==> src/rtl/awb_stat_collect.sv <==
// awb_stat_collect: gray-world white-balance statistics front end.
// Accumulates per-channel R/G/B sums over one active frame, derives the shared
// reference k_sum (about the per-channel mean), then re-arms and drives three
// successive-approximation gain dividers until all report ready.
// Optional feature macro: AWB_CLIP_EN -- when defined, pixels with any
// component >= CLIP_TH are excluded from the sums and from the pixel count.
module awb_stat_collect #(
  parameter int PIX_W   = 8,
  parameter int CNT_W   = 24,
  parameter int CLIP_TH = 250,
  parameter int TIMEOUT = 32
) (
  input  logic             clk,
  input  logic             rst_n,
  input  logic             vsync,
  input  logic             de,
  input  logic [PIX_W-1:0] pix_r,
  input  logic [PIX_W-1:0] pix_g,
  input  logic [PIX_W-1:0] pix_b,
  input  logic [2:0]       gain_ready,
  output logic [63:0]      sum_r,
  output logic [63:0]      sum_g,
  output logic [63:0]      sum_b,
  output logic [63:0]      k_sum,
  output logic             en_flag,
  output logic             div_rst_n,
  output logic [CNT_W-1:0] pix_cnt,
  output logic             stat_done,
  output logic             timeout_err
);

  localparam int SUM_W = PIX_W + CNT_W;
  // Sum of three channels (+2 bits) times 85 (+7 bits) fits in SUM_W+9; one spare bit.
  localparam int K_W   = SUM_W + 10;
  localparam int TO_W  = $clog2(TIMEOUT + 1);

  // Reject parameter sets the datapath cannot represent.
  if (SUM_W > 32 || CLIP_TH > (1 << PIX_W) || TIMEOUT < 1) begin : g_param_check
    $error("awb_stat_collect: unsupported parameter combination");
  end

  typedef enum logic [2:0] {
    S_IDLE,
    S_ACCUM,
    S_LATCH,
    S_ARM,
    S_SEND
  } state_t;

  state_t                state_q, state_d;
  logic                  vsync_q;
  logic                  v_rise, v_fall;
  logic                  pix_ok;
  logic [2:0][PIX_W-1:0] pix_ch;
  logic [2:0][SUM_W-1:0] acc_q, acc_d, acc_sat;
  logic [2:0][SUM_W-1:0] sum_q, sum_d;
  logic [CNT_W-1:0]      cnt_q, cnt_d;
  logic [CNT_W-1:0]      pcnt_q, pcnt_d;
  logic [K_W-1:0]        k_total, k_mul;
  logic [K_W-1:0]        k_q, k_d;
  logic [TO_W-1:0]       tcnt_q, tcnt_d;
  logic                  en_q, en_d;
  logic                  drst_q, drst_d;
  logic                  done_q, done_d;
  logic                  terr_q, terr_d;

  assign v_rise = vsync & ~vsync_q;
  assign v_fall = ~vsync & vsync_q;

  assign pix_ch[0] = pix_r;
  assign pix_ch[1] = pix_g;
  assign pix_ch[2] = pix_b;

`ifdef AWB_CLIP_EN
  // Highlights would pull the gray-world estimate toward the clipped channel.
  assign pix_ok = de
                  && ({1'b0, pix_r} < (PIX_W+1)'(CLIP_TH))
                  && ({1'b0, pix_g} < (PIX_W+1)'(CLIP_TH))
                  && ({1'b0, pix_b} < (PIX_W+1)'(CLIP_TH));
`else
  assign pix_ok = de;
`endif

  // Saturating per-channel add: the carry out forces the accumulator to all-ones.
  genvar gi;
  for (gi = 0; gi < 3; gi++) begin : g_acc
    logic [SUM_W:0] acc_wide;
    assign acc_wide    = {1'b0, acc_q[gi]} + (SUM_W+1)'(pix_ch[gi]);
    assign acc_sat[gi] = acc_wide[SUM_W] ? {SUM_W{1'b1}} : acc_wide[SUM_W-1:0];
  end

  // k_sum = (r+g+b)*85/256, i.e. roughly (r+g+b)/3.
  assign k_total = K_W'(acc_q[0]) + K_W'(acc_q[1]) + K_W'(acc_q[2]);
  assign k_mul   = k_total * K_W'(85);

  // Next-state and output logic for the frame / divider handshake FSM.
  always_comb begin
    state_d = state_q;
    acc_d   = acc_q;
    cnt_d   = cnt_q;
    sum_d   = sum_q;
    k_d     = k_q;
    pcnt_d  = pcnt_q;
    tcnt_d  = tcnt_q;
    en_d    = en_q;
    drst_d  = 1'b1;
    done_d  = 1'b0;
    terr_d  = terr_q;
    case (state_q)
      S_IDLE: begin
        if (v_rise) begin
          acc_d   = '0;
          cnt_d   = '0;
          state_d = S_ACCUM;
        end
      end
      S_ACCUM: begin
        if (v_fall) begin
          state_d = S_LATCH;
        end else if (vsync && pix_ok) begin
          acc_d = acc_sat;
          if (cnt_q != {CNT_W{1'b1}}) begin
            cnt_d = cnt_q + CNT_W'(1);
          end
        end
      end
      S_LATCH: begin
        if (cnt_q == '0) begin
          // Empty frame: nothing worth re-running the dividers for.
          state_d = S_IDLE;
        end else begin
          sum_d   = acc_q;
          k_d     = k_mul >> 8;
          pcnt_d  = cnt_q;
          drst_d  = 1'b0;
          state_d = S_ARM;
        end
      end
      S_ARM: begin
        // Operands are already stable, so the dividers start clean on release.
        en_d    = 1'b1;
        tcnt_d  = '0;
        state_d = S_SEND;
      end
      S_SEND: begin
        if (gain_ready == 3'b111) begin
          done_d  = 1'b1;
          en_d    = 1'b0;
          state_d = S_IDLE;
        end else if (tcnt_q == TO_W'(TIMEOUT - 1)) begin
          terr_d  = 1'b1;
          en_d    = 1'b0;
          state_d = S_IDLE;
        end else begin
          tcnt_d = tcnt_q + TO_W'(1);
        end
      end
      default: begin
        state_d = S_IDLE;
        en_d    = 1'b0;
      end
    endcase
  end

  // State, accumulators and all registered outputs; reset aborts any frame.
  always_ff @(posedge clk or negedge rst_n) begin
    if (!rst_n) begin
      state_q <= S_IDLE;
      vsync_q <= 1'b0;
      acc_q   <= '0;
      cnt_q   <= '0;
      sum_q   <= '0;
      k_q     <= '0;
      pcnt_q  <= '0;
      tcnt_q  <= '0;
      en_q    <= 1'b0;
      drst_q  <= 1'b1;
      done_q  <= 1'b0;
      terr_q  <= 1'b0;
    end else begin
      state_q <= state_d;
      vsync_q <= vsync;
      acc_q   <= acc_d;
      cnt_q   <= cnt_d;
      sum_q   <= sum_d;
      k_q     <= k_d;
      pcnt_q  <= pcnt_d;
      tcnt_q  <= tcnt_d;
      en_q    <= en_d;
      drst_q  <= drst_d;
      done_q  <= done_d;
      terr_q  <= terr_d;
    end
  end

  assign sum_r       = {{(64-SUM_W){1'b0}}, sum_q[0]};
  assign sum_g       = {{(64-SUM_W){1'b0}}, sum_q[1]};
  assign sum_b       = {{(64-SUM_W){1'b0}}, sum_q[2]};
  assign k_sum       = {{(64-K_W){1'b0}}, k_q};
  assign pix_cnt     = pcnt_q;
  assign en_flag     = en_q;
  assign div_rst_n   = drst_q;
  assign stat_done   = done_q;
  assign timeout_err = terr_q;

endmodule

==> config.mk <==
export PLATFORM = sky130hd
export DESIGN_NAME = awb_stat_collect
export DESIGN_NICKNAME = d
export VERILOG_FILES = /design/src/rtl/awb_stat_collect.sv
export SDC_FILE = /design/constraint.sdc
export NUM_CORES = 1
export LEC_CHECK = 0
export ABC_AREA = 1
export CAP_MARGIN = 5
export CORE_ASPECT_RATIO = 1.1
export CORE_MARGIN = 2
export CORE_UTILIZATION = 50
export DETAILED_ROUTE_END_ITERATION = 7
export HOLD_SLACK_MARGIN = 0.02
export MAX_ROUTING_LAYER = met4
export PLACE_DENSITY = 0.78
export SYNTH_ARGS = -nofsm -noshare
export SYNTH_HDL_FRONTEND = slang
export SYNTH_SLANG_ARGS = --single-unit
==> constraint.sdc <==
create_clock -name clk -period 5.5 [get_ports clk]
set_input_delay 0.55 -clock clk [delete_from_list [all_inputs] [get_ports clk]]
set_output_delay 0.55 -clock clk [all_outputs]
set_load 0.01 [all_outputs]
* Word-level counts from Yosys, hierarchy flattened
Index checks and enable logic that the tools add are counted.
Storage, ports and cells: flip-flop bits (word level) 288, input bits 31, output and inout port bits 284, word-level logic and storage cells 87
Cells by class: add/sub/neg operators 7, $mul 1, eq/ne operators 15, muxes and demuxes 28, bitwise gates (word level) 7, reduce and logical (&&, ||, !) cells 13
Operator list (count):
- 96-bit 2-to-1 mux | 3
- 96-bit case mux with 2 select lines | 1
- 32-bit by 8-bit adder with 33-bit output | 3
- 24-bit 2-to-1 mux | 4
- 32-bit 2-to-1 mux | 3
- 24-bit case mux with 2 select lines | 1
- 34-bit by 7-bit multiplier with 41-bit output (second input constant) | 1
- 33-bit by 32-bit adder with 34-bit output | 1
- 32-bit by 32-bit adder with 33-bit output | 1
- 24-bit by 1-bit adder with 24-bit output (second input constant) | 1
- 24-bit logical NOT | 1
- 24-bit != test (second input constant) | 1
- 3-bit case mux with 5 select lines | 1
- 2-bit != test (second input constant) | 7
- 3-bit 2-to-1 mux | 4
- 6-bit 2-to-1 mux | 2
- 6-bit case mux with 2 select lines | 1
- 3-bit AND reduction | 3
- 6-bit by 1-bit adder with 6-bit output (second input constant) | 1
- 3-bit by 2-bit equality test with 1-bit output (second input constant) | 2
- 3-bit equality test (second input constant) | 2
- 6-bit by 5-bit equality test with 1-bit output (second input constant) | 1
- 1-bit 2-to-1 mux | 6
- 1-bit NOT | 5
- 12 further kinds | 15

* Logic depth before layout (Yosys ltp)
Gate-level depths: netlist (run 1).
word-level depth 5, depth in mapped cells 36, mapped depth without buffers 36

* Least setup slack after synthesis (run 1)
OpenSTA, ideal clock, no wires.
path type register to register, from register acc_q[33] (netlist bit), to register k_q[24], setup time 0.118 ns, arrival time 5.314 ns, data required time 5.382 ns, path slack 0.068 ns, stages on the path, launching flop included 34, path buffers 0, period minus slack after synthesis 5.432 ns, cells stage by stage dfrtp_1 -> inv_1 -> fa_1 -> inv_1 -> ha_1 -> inv_1 -> fa_1 -> o21ai_2 -> nand2_1 -> nand2_1 -> nand2_1 -> nand2_1 -> nand2_1 -> nand3_1 -> nand2_1 -> ha_1 -> ha_1 -> xor3_1 -> ha_1 -> inv_1 -> fa_1 -> inv_1 -> ha_1 -> nand2_1 -> nor2_1 -> inv_1 -> nor2_1 -> nand3_1 -> nand3_1 -> nand2_1 -> nand2_1 -> nand2_1 -> nand3_1 -> nand2_1
On the way: longest elaborated chain between the ends 3
RTL lines:
- start: declaration | RTL line 55 | logic [2:0][SUM_W-1:0] acc_q, acc_d, acc_sat;
- start signal: assignment | RTL line 170 | acc_q <= '0;
- start signal: assignment | RTL line 183 | acc_q <= acc_d;
- 32-bit by 32-bit adder with 33-bit output | RTL line 93 | assign k_total = K_W'(acc_q[0]) + K_W'(acc_q[1]) + K_W'(acc_q[2]);
- 33-bit by 32-bit adder with 34-bit output | RTL line 93
- 34-bit by 7-bit multiplier with 41-bit output | RTL line 94 | assign k_mul = k_total * K_W'(85);
- end signal: assignment | RTL line 186 | k_q <= k_d;
- end: declaration | RTL line 60 | logic [K_W-1:0] k_q, k_d;
No other way between the ends. A chain may end at the register's enable or synchronous reset.

* Worst setup path after layout (run 1)
from register acc_q[33] (netlist bit), to register k_q[32]
Same word-level chain as after synthesis.

==> flow_summary.toml, run 1 <==
[sta]
skew_ns = 0.0198
fin_ws_ns = -0.179
fin_crit_sh_pct = 103
worst_pin_slew_ns = 0.874
hold_viol_final = 0
maxSlewHeadroom_pct = 41.7
drv_slew = 0
fmax_mhz = 176
fin_crit_ns = 5.68
setup_viol = 20
rsz0062_at_grt = "yes"

[synthesis]
synth_seq_area_share_pct = 29.5
yosys_register_bits = 287
synth_ff_type = "dfrtp_1"
yosysWarnings = 0
yosysUniqueCellTypes = 46
syn_area_um2 = 24400
syn_avg_cell_area_um2 = 7.04
synth_edf_count = 0
async_flop_share_pct = 100
netlist_instances = 3464

[status]
status = "finished with violations"
violations = "negative setup slack"

[worst_hold_path]
holdPathEnd = "timeout_err"
hold_start = "timeout_err"
hold_class = "register to register"
worstHoldPathCells = 2

[layout]
nFillCells = 4062
final_nets = 4250
syn_to_final_growth_pct = 30.8
layout-drive-gt1-share_pct = 20.3
stdcell_count = 4624
utilization_pct = 66.4
design_area_um2 = 31900
num_antenna_cells = 0

[clock_network]
clk_path_buf_depth = 3
clock_latency_ns = 0.56
clock-root-buffer = "clkbuf_16"
cts_tree = "yes"
clock_sinks = 287
path_clk_slew_ns = 0.06
h-tree-depth = 2
cts_made_buffers = 34

[critical_path]
startpoint = "acc_q[33]"
critPathKind = "register to register"
timing.rr.end = "k_q[32]"
end_kind = "register"
cp.arrival_ns = 6.12
required_ns = 5.94
r2r_slack_ns = -0.18
worstReg2RegStart = "acc_q[33]"
critPathLaunchType = "register"
crit_slowest_cell = "fa_1"
worst_path_most_repeated_cell = "nand2_2"
worst-path-max-fanout = 4
r2r_cells = 32
slowest_delay_ns = 0.49

[power_and_ir_drop]
p_per_area_nw_per_um2 = 532
finalPower_uw = 17000
irDropWorstVdd_uv = 1310
p_leak_uw = 0.0166

[global_routing]
grt_util_met3_pct = 3.48
use_met1_pct = 35.0
grt-busiest-layer = "met2"
first_global_vias = 22362
grt_pass1_wl_mm = 115
grt_start_max_net_pins = 165
globalRouteOverflowTotal = 0
grt_use_total_pct = 29.1
antenna_found_initial = 0
grtUsageMet2_pct = 49.1

[placed_design]
placed_area_um2 = 28700
gp_congestion = 0.999
dp_hpwl_mm = 57.5
port_buffers = 187
pre_cts_ws_ns = -0.413
dp.cells = 4545

[detailed_routing]
drc = 0
vias = 24072
vias_per_cell = 5.21
wl_per_cell_um = 16.8
drtAntennaViolNets = 0
first_pass_iters = 6
first_iter_violations = 1866
routed_wl_mm = 77.7

[die]
start_util_pct = 50.8
die_w_um = 215
die_h_um = 236
dieArea_um2 = 50600
core_area_um2 = 48000
row_count = 84
ios = 315

[job]
cap_violations = 0
[worst max path at each step]
stage                         end  slack [ns]  cells past startpoint
after global routing      k_q[22]       -0.40                     32
final                     k_q[32]       -0.18                     32
after floorplan           k_q[24]        0.07                     33
after detailed placement  k_q[12]       -0.41                     31
after CTS                 k_q[12]      -0.001                     30
after global placement    k_q[31]       -0.27                     28
[registers in the layout, indices dropped and copies added (netlist names)]
name,count
tcnt_q,6
stat_done,1
sum_r,32
k_q,33
div_rst_n,1
sum_g,32
en_flag,1
vsync_q,1
pix_cnt,24
acc_q,96
cnt_q,24
state_q,3
timeout_err,1
sum_b,32
[cells by family after synthesis]
kind of cell	count (synthesis)	synth area share [%]
simple gates	1618	27.7
flops	287	29.5
buf+inv	766	14.1
other cells	1	0.0154
compound gates	450	9.65
fa+ha+maj	264	16.2
xor+xnor	78	2.92
[report_power, final]
part | switching [uW] | internal (uW) | leakage, uW | total, uW
Combinational | 6770 | 5060 | 0.0121 | 11800
Clock | 963 | 1380 | 0.000566 | 2340
Sequential | 312 | 2500 | 0.00393 | 2810
Total | 8050 | 8930 | 0.0166 | 17000
[cell usage in the layout (no fill, tap or decap), drive strengths merged, types with 2 or more instances in the layout]
| master | netlist | routed |
|---|---|---|
| a21oi | 118 | 118 |
| a21o | 3 | 3 |
| buf | 178 | 335 |
| a31oi | 2 | 2 |
| nor4 | 4 | 4 |
| nor3b | 5 | 5 |
| nand4 | 48 | 48 |
| o31ai | 2 | 2 |
| xor3 | 2 | 2 |
| nor3 | 62 | 62 |
| o21ai | 307 | 307 |
| nand3 | 235 | 235 |
| xor2 | 57 | 57 |
| clkinv | 2 | 8 |
| conb | 1 | 127 |
| xnor2 | 19 | 19 |
| o21bai | 8 | 8 |
| o211ai | 5 | 5 |
| bufinv | 0 | 2 |
| nand2 | 1049 | 1049 |
| nor2 | 205 | 205 |
| fa | 87 | 87 |
| inv | 571 | 574 |
| nand3b | 2 | 2 |
| dfrtp | 286 | 286 |
| and3 | 3 | 3 |
| clkbuf | 15 | 49 |
| or2 | 3 | 3 |
| clkdlybuf4s50 | 0 | 186 |
| o21a | 4 | 4 |
| ha | 177 | 177 |
[stage by stage]
stage	hold slack, ns	setup TNS, ns
after floorplan	0.254	0
after global placement	0.449	-4.02
after detailed placement	0.452	-8.13
after CTS	0.465	-0.00167
after global routing	0.493	-7.49
final	0.465	-2.09
[layer usage]
layer	vias to the layer above	wire (um)
met1	11322	31100
met4	0	4210
li1	11657	-
met2	854	38300
met3	239	4170
met5	-	0
[layout make-up]
cell class                 count  area, um2  share of cell area [%]
clock buffer                  49       1010                    3.16
clock inverter                11        128                   0.400
inverter                     573       2160                    6.76
multi-input combinational   2537      16100                    50.5
sequential                   287       7200                    22.6
tap                          645        807                    2.53
timing repair buffer         522       4480                    14.0
[Yosys cell counts (55+ instances only)]
cell     instances  area, um2
a21oi_1        116        581
buf_4          129        968
dfrtp_1        286       7160
fa_1            87       1740
ha_1           177       2210
inv_1          552       2070
nand2_1       1034       3880
nand3_1        235       1180
nor2_1         201        754
nor3_1          55        275
o21ai_0        188        941
o21ai_1        110        551
xor2_1          57        499
[worst max-delay path: cells and delay by family (launching register included)]
family / cells / cell delay (ns)
fa+ha+maj: 8 / 2.62
simple gates: 14 / 1.21
xor+xnor: 2 / 0.61
buf+inv: 7 / 0.49
flops: 1 / 0.35
compound gates: 1 / 0.27
[timing repair]
| item | CTS | global route |
|---|---|---|
| gates resized for setup | 124 | 323 |
| setup buffers | 6 | 12 |
| endpoints found under the setup margin | 29 | 31 |
| hold buffers | 1 | 0 |
| endpoints found under the hold margin | 6 | 0 |
| pin swaps | 40 | 143 |
(Power assumes the default switching activity.)
==> inputs of run 2 (changes only) <==
--- a/config.mk
+++ b/config.mk
@@ -11,7 +11,7 @@
 export CORE_MARGIN = 2
 export CORE_UTILIZATION = 50
 export DETAILED_ROUTE_END_ITERATION = 7
-export HOLD_SLACK_MARGIN = 0.02
+export HOLD_SLACK_MARGIN = 0.03
 export MAX_ROUTING_LAYER = met4
 export PLACE_DENSITY = 0.78
 export SYNTH_ARGS = -nofsm -noshare
==> results of run 2 <==
Final layout, timing and power as in run 1 (identical DEF).
